`src/rtl/csa_final_adder_pipe.sv`:
```
// csa_final_adder_pipe: two-stage split carry-propagate adder resolving a carry-save pair into prod;
// define CSA_FINAL_ADDER_STICKY_EN to add the out_sticky output.
module csa_final_adder_pipe #(
   parameter int WIDTH      = 14,
   parameter int SPLIT      = 7,
   parameter int STICKY_LSB = 4
) (
   input  logic             clk,
   input  logic             rst_n,
   input  logic             in_valid,
   output logic             in_ready,
   input  logic [WIDTH-1:0] pp0,
   input  logic [WIDTH-1:0] pp1,
   output logic             out_valid,
   input  logic             out_ready,
   output logic [WIDTH-1:0] prod
`ifdef CSA_FINAL_ADDER_STICKY_EN
   ,
   output logic             out_sticky
`endif
);
   localparam int HW = WIDTH - SPLIT;

   if (SPLIT < 1 || SPLIT > WIDTH - 1 || STICKY_LSB < 1 || STICKY_LSB > SPLIT) begin : g_bad_params
      $error("csa_final_adder_pipe: illegal SPLIT/STICKY_LSB");
   end

   logic             v1, v2, rdy1, rdy2, ld1, ld2, c1;
   logic [SPLIT:0]   lo_full;
   logic [SPLIT-1:0] lo_sum;
   logic [HW-1:0]    hi0, hi1, hi_sum;

   // Handshake readies, load enables and the two partial adds.
   always_comb begin
      rdy2    = !v2 || out_ready;
      rdy1    = !v1 || rdy2;
      ld1     = in_valid && rdy1;
      ld2     = v1 && rdy2;
      lo_full = {1'b0, pp0[SPLIT-1:0]} + {1'b0, pp1[SPLIT-1:0]};
      hi_sum  = hi0 + hi1 + HW'(c1);
   end

   assign in_ready  = rdy1;
   assign out_valid = v2;

   // Stage occupancy: a load always wins over a drain of the same stage.
   always_ff @(posedge clk or negedge rst_n) begin
      if (!rst_n) begin
         v1 <= 1'b0;
         v2 <= 1'b0;
      end else begin
         v1 <= ld1 ? 1'b1 : (ld2 ? 1'b0 : v1);
         v2 <= ld2 ? 1'b1 : (out_ready ? 1'b0 : v2);
      end
   end

   // Stage 1 data: low sum with its carry, plus the untouched high halves.
   always_ff @(posedge clk or negedge rst_n) begin
      if (!rst_n) begin
         lo_sum <= '0;
         c1     <= 1'b0;
         hi0    <= '0;
         hi1    <= '0;
      end else if (ld1) begin
         lo_sum <= lo_full[SPLIT-1:0];
         c1     <= lo_full[SPLIT];
         hi0    <= pp0[WIDTH-1:SPLIT];
         hi1    <= pp1[WIDTH-1:SPLIT];
      end
   end

   // Stage 2 data: finish the high half and hold the result until it is taken.
   always_ff @(posedge clk or negedge rst_n) begin
      if (!rst_n) prod <= '0;
      else if (ld2) prod <= {hi_sum, lo_sum};
   end

`ifdef CSA_FINAL_ADDER_STICKY_EN
   logic s1;

   // Sticky bit travels alongside the data of each stage.
   always_ff @(posedge clk or negedge rst_n) begin
      if (!rst_n) begin
         s1         <= 1'b0;
         out_sticky <= 1'b0;
      end else begin
         if (ld1) s1 <= |lo_full[STICKY_LSB-1:0];
         if (ld2) out_sticky <= s1;
      end
   end
`endif

endmodule

```
`config.mk`:
```
export PLATFORM = sky130hd
export DESIGN_NAME = csa_final_adder_pipe
export DESIGN_NICKNAME = d
export VERILOG_FILES = /design/src/rtl/csa_final_adder_pipe.sv
export SDC_FILE = /design/constraint.sdc
export NUM_CORES = 1
export LEC_CHECK = 0
export ABC_AREA = 1
export BUFFER_PORTS_ARGS = -buffer_cell sky130_fd_sc_hd__buf_2
export CELL_PAD_IN_SITES_DETAIL_PLACEMENT = 0
export CELL_PAD_IN_SITES_GLOBAL_PLACEMENT = 2
export CORE_MARGIN = 2
export CORE_UTILIZATION = 33
export CTS_CLUSTER_DIAMETER = 30
export CTS_CLUSTER_SIZE = 30
export DETAILED_ROUTE_END_ITERATION = 8
export PLACE_DENSITY_LB_ADDON = 0.2
export SLEW_MARGIN = 0
export SYNTH_ARGS = -nofsm -noshare
export SYNTH_HDL_FRONTEND = slang
export SYNTH_SLANG_ARGS = --single-unit
```
`constraint.sdc`:
```
create_clock -name clk -period 4.7 [get_ports clk]
set_input_delay 0.47 -clock clk [delete_from_list [all_inputs] [get_ports clk]]
set_output_delay 0.47 -clock clk [all_outputs]
set_load 0.1 [all_outputs]
```
==> impl_results.md <==
- Core Region: between 6000 and 7000 um2
- Antenna violations before repair: 0
- Gpl congestion: between 0.7 and 0.8
- Clock buffer depth: 2
- # setup viols final: 0
- Pre-antenna DRT Iters: 4
- Floorplan row count: 28
- Mapped Cells: roughly 260
- Cts hold-fix bufs: 0
- Clk sinks: 38
- Reg-to-reg setup timing slack: approximately 2.9 ns
- Resize count post-CTS: 0
- Final period util: between 30% and 40%
- CTS tree: built
- Slew Limit Headroom: 42.2%
- Crit. End Element: flip-flop
- Busiest grt layer: met1
- Final ANT Viol Nets: 0
- GR Util met2: a little under a fifth
- Residual overflow from global routing: 0
- Startpoint types: flip-flop
- Final Hold Violating Endpoints: 0
- Met3 Use GR: roughly 3.6%
- Starting Density: ~35%
- DIE WIDTH: 83.5 um
- Seq/Total Area, Yosys: a little under half
- Share of cells above drive strength 1: approximately 20%
- Setup Crit Path Kind: flip-flop to flip-flop
- Post-CTS setup repair buffer count: 0
- Vias per cell: ~4.3
- Skew final: between 0.008 and 0.009 ns
- Cts bufs inserted: 5
- Top Ports: 48
- Tmin final: ~1.8 ns
- Remaining DRCs: 0
- Fillcell total: 637
- Vias in the first global route: roughly 1600
- PortBufs: between 40 and 50
- Synth warnings: 0
- Multi-input logic area: 955 um2
- RSZ-0062 raised after global routing: no
- Area share of the largest cell type after synthesis: 45.6%
- Total Neg Setup Slack: 0 ns
- Peak VDD IR: ~320 uV
- CP Max Fanout: 3
- Final worst setup slack: just under 3 ns
- Required time of the critical path: 4.88 ns
- Slew Limit Fails: 0
- Max stage delay on crit path: around 0.46 ns
- Die height: roughly 84 um
- Synth area leaders: dfrtp_1, nand2_1, ha_1
- Class of the worst hold path: input pin to asynchronous set/reset pin
- Overall Power: 1.40 mW
- Global-route wire length before repair: approximately 7.7 mm
- Diodes inserted: 0
- Pleak: approximately 1.4 nW
- M1 GR Usage: just over 20%
- Power Dens Cells: 575 nW/um2
- CP Cell Sequence: fa_1 > inv_1 > fa_1 > inv_1 > nand2_1 > nand2_1 > nand3_1 > nand3_1 > nand3_1 > nand2_1
- Syn_area_per_cell: about 7.9 um2
- Setup WS pre-CTS: 2.65 ns
- CTS HTree Levels: 2
- Worst Tran Pin Value: slightly below 0.9 ns
- Per-cell routed wire length: 11.6 um
- Routed wire length: about 4.5 mm
- Distinct cells, synth: 23
- Largest net degree at the start of global routing: 39
- Area delta synth->final: 17.1%
- Via count: about 1700
- Root buf cell: clkbuf_8
- DP HPWL: about 3.3 mm
- CP Data Arrival Time: slightly below 2 ns
- Nets: between 300 and 400
- Mapped Area: ~2100 um2
- Detailed Route Iter0 Violations: between 80 and 90
- Final Util: about two fifths
- Max-cap violations: 0
- Post-synth top area cell: dfrtp_1
- Status: complete, no violations
- CP max-delay cell: fa_1
- Highest clock rate: between 500 and 600 MHz
- Die ar.: 6970 um2
- Clock-pin transition on the worst setup and hold timing paths: about 0.08 ns
- Mapped Nets: between 300 and 400
- Synthesized flop and latch total: 38
- Sequential cell area: around 950 um2
- Global Route Usage Sum: between 10% and 20%
- Worst skew pair latency: 0.29 ns
[critical path: cells and delay by family, from the launching register on]
kind | cells | cell delay [ns]
flops | 1 | 0.41
buf+inv | 2 | 0.14
fa+ha+maj | 2 | 0.64
simple gates | 6 | 0.48
[final cells by class]
| class | count | area share, % |
|---|---|---|
| multi-input cells | 189 | 39.1 |
| flip-flops and latches | 38 | 38.9 |
| repair buffers | 47 | 9.63 |
| inverters | 30 | 4.61 |
| well taps | 75 | 3.84 |
| clock buffers | 6 | 3.38 |
| clock inverters | 2 | 0.512 |
[where the power goes]
group | total, mW | leakage, nW | internal [mW] | switching [mW]
Clock | 0.233 | 0.0472 | 0.118 | 0.115
Combinational | 0.711 | 0.893 | 0.136 | 0.575
Sequential | 0.459 | 0.462 | 0.411 | 0.0483
[path summary, 6_finish.rpt]
check / to / startpoint / cells past startpoint
max in group asynchronous: lo_sum[0]$_DFFE_PN0P_ / rst_n / 1
min in group clk: hi0[5]$_DFFE_PN0P_ / pp0[12] / 3
worst max-delay path: prod[13]$_DFFE_PN0P_ / c1$_DFFE_PN0P_ / 10
worst min register to register: prod[6]$_DFFE_PN0P_ / lo_sum[6]$_DFFE_PN0P_ / 2
worst max register to register: prod[13]$_DFFE_PN0P_ / c1$_DFFE_PN0P_ / 10
worst min-delay path: lo_sum[6]$_DFFE_PN0P_ / rst_n / 1
[flip-flops by register name, indices dropped and copies added, names as in the netlist]
signal,flops
c1,1
hi0,7
hi1,7
lo_sum,7
out_valid,1
prod,14
v1,1
[cell usage after synthesis (all sizes together)]
cell type and n:
inv 29, o22ai 1, clkinv 1, nor2 10, fa 3, buf 6, a31oi 1, o21ai 10
nand3 18, nor3 1, nand3b 1, ha 12, a21oi 8, xnor2 1, or2 1, dfrtp 38
nand2 122
[stage by stage]
| stage | cell area, um2 | std cells | hold slack [ns] |
|---|---|---|---|
| 5_1_grt | 2440 | 387 | 0.368 |
| 4_1_cts | 2440 | 387 | 0.332 |
| 3_3_place_gp | 2350 | 379 | 0.458 |
| 3_5_place_dp | 2350 | 379 | 0.461 |
| 2_1_floorplan | 2090 | 263 | 0.174 |
| 6_report | 2440 | 387 | 0.298 |
[cells by family (layout without fill, tap and decap cells)]
family                   after synthesis  in the layout  synth area share, %
AND/OR/NAND/NOR                      153            153                 29.3
flip-flops                            38             38                 45.6
buffers and inverters                 36             85                 8.64
AO/OA/AOI/OAI                         20             20                 5.94
adder cells (fa/ha/maj)               15             15                 10.1
XOR/XNOR                               1              1                0.420
[metal layers]
metal	vias up	wire length [um]
li1	912	-
met1	710	2540
met2	35	1700
met3	5	208
met4	0	43
met5	-	0
[cells in the final DEF (no fill, tap or decap), drive strengths merged]
cell and instances:
inv 29, o21ai 10, a21oi 8, nor2 10
dfrtp 38, clkbuf 6, fa 3, nand3b 1
nor3 1, clkinv 2, or2 1, buf 47
ha 12, nand3 18, nand2 122, xnor2 1
o22ai 1, clkinvlp 1, a31oi 1
Power figures use the tool's default switching activity.
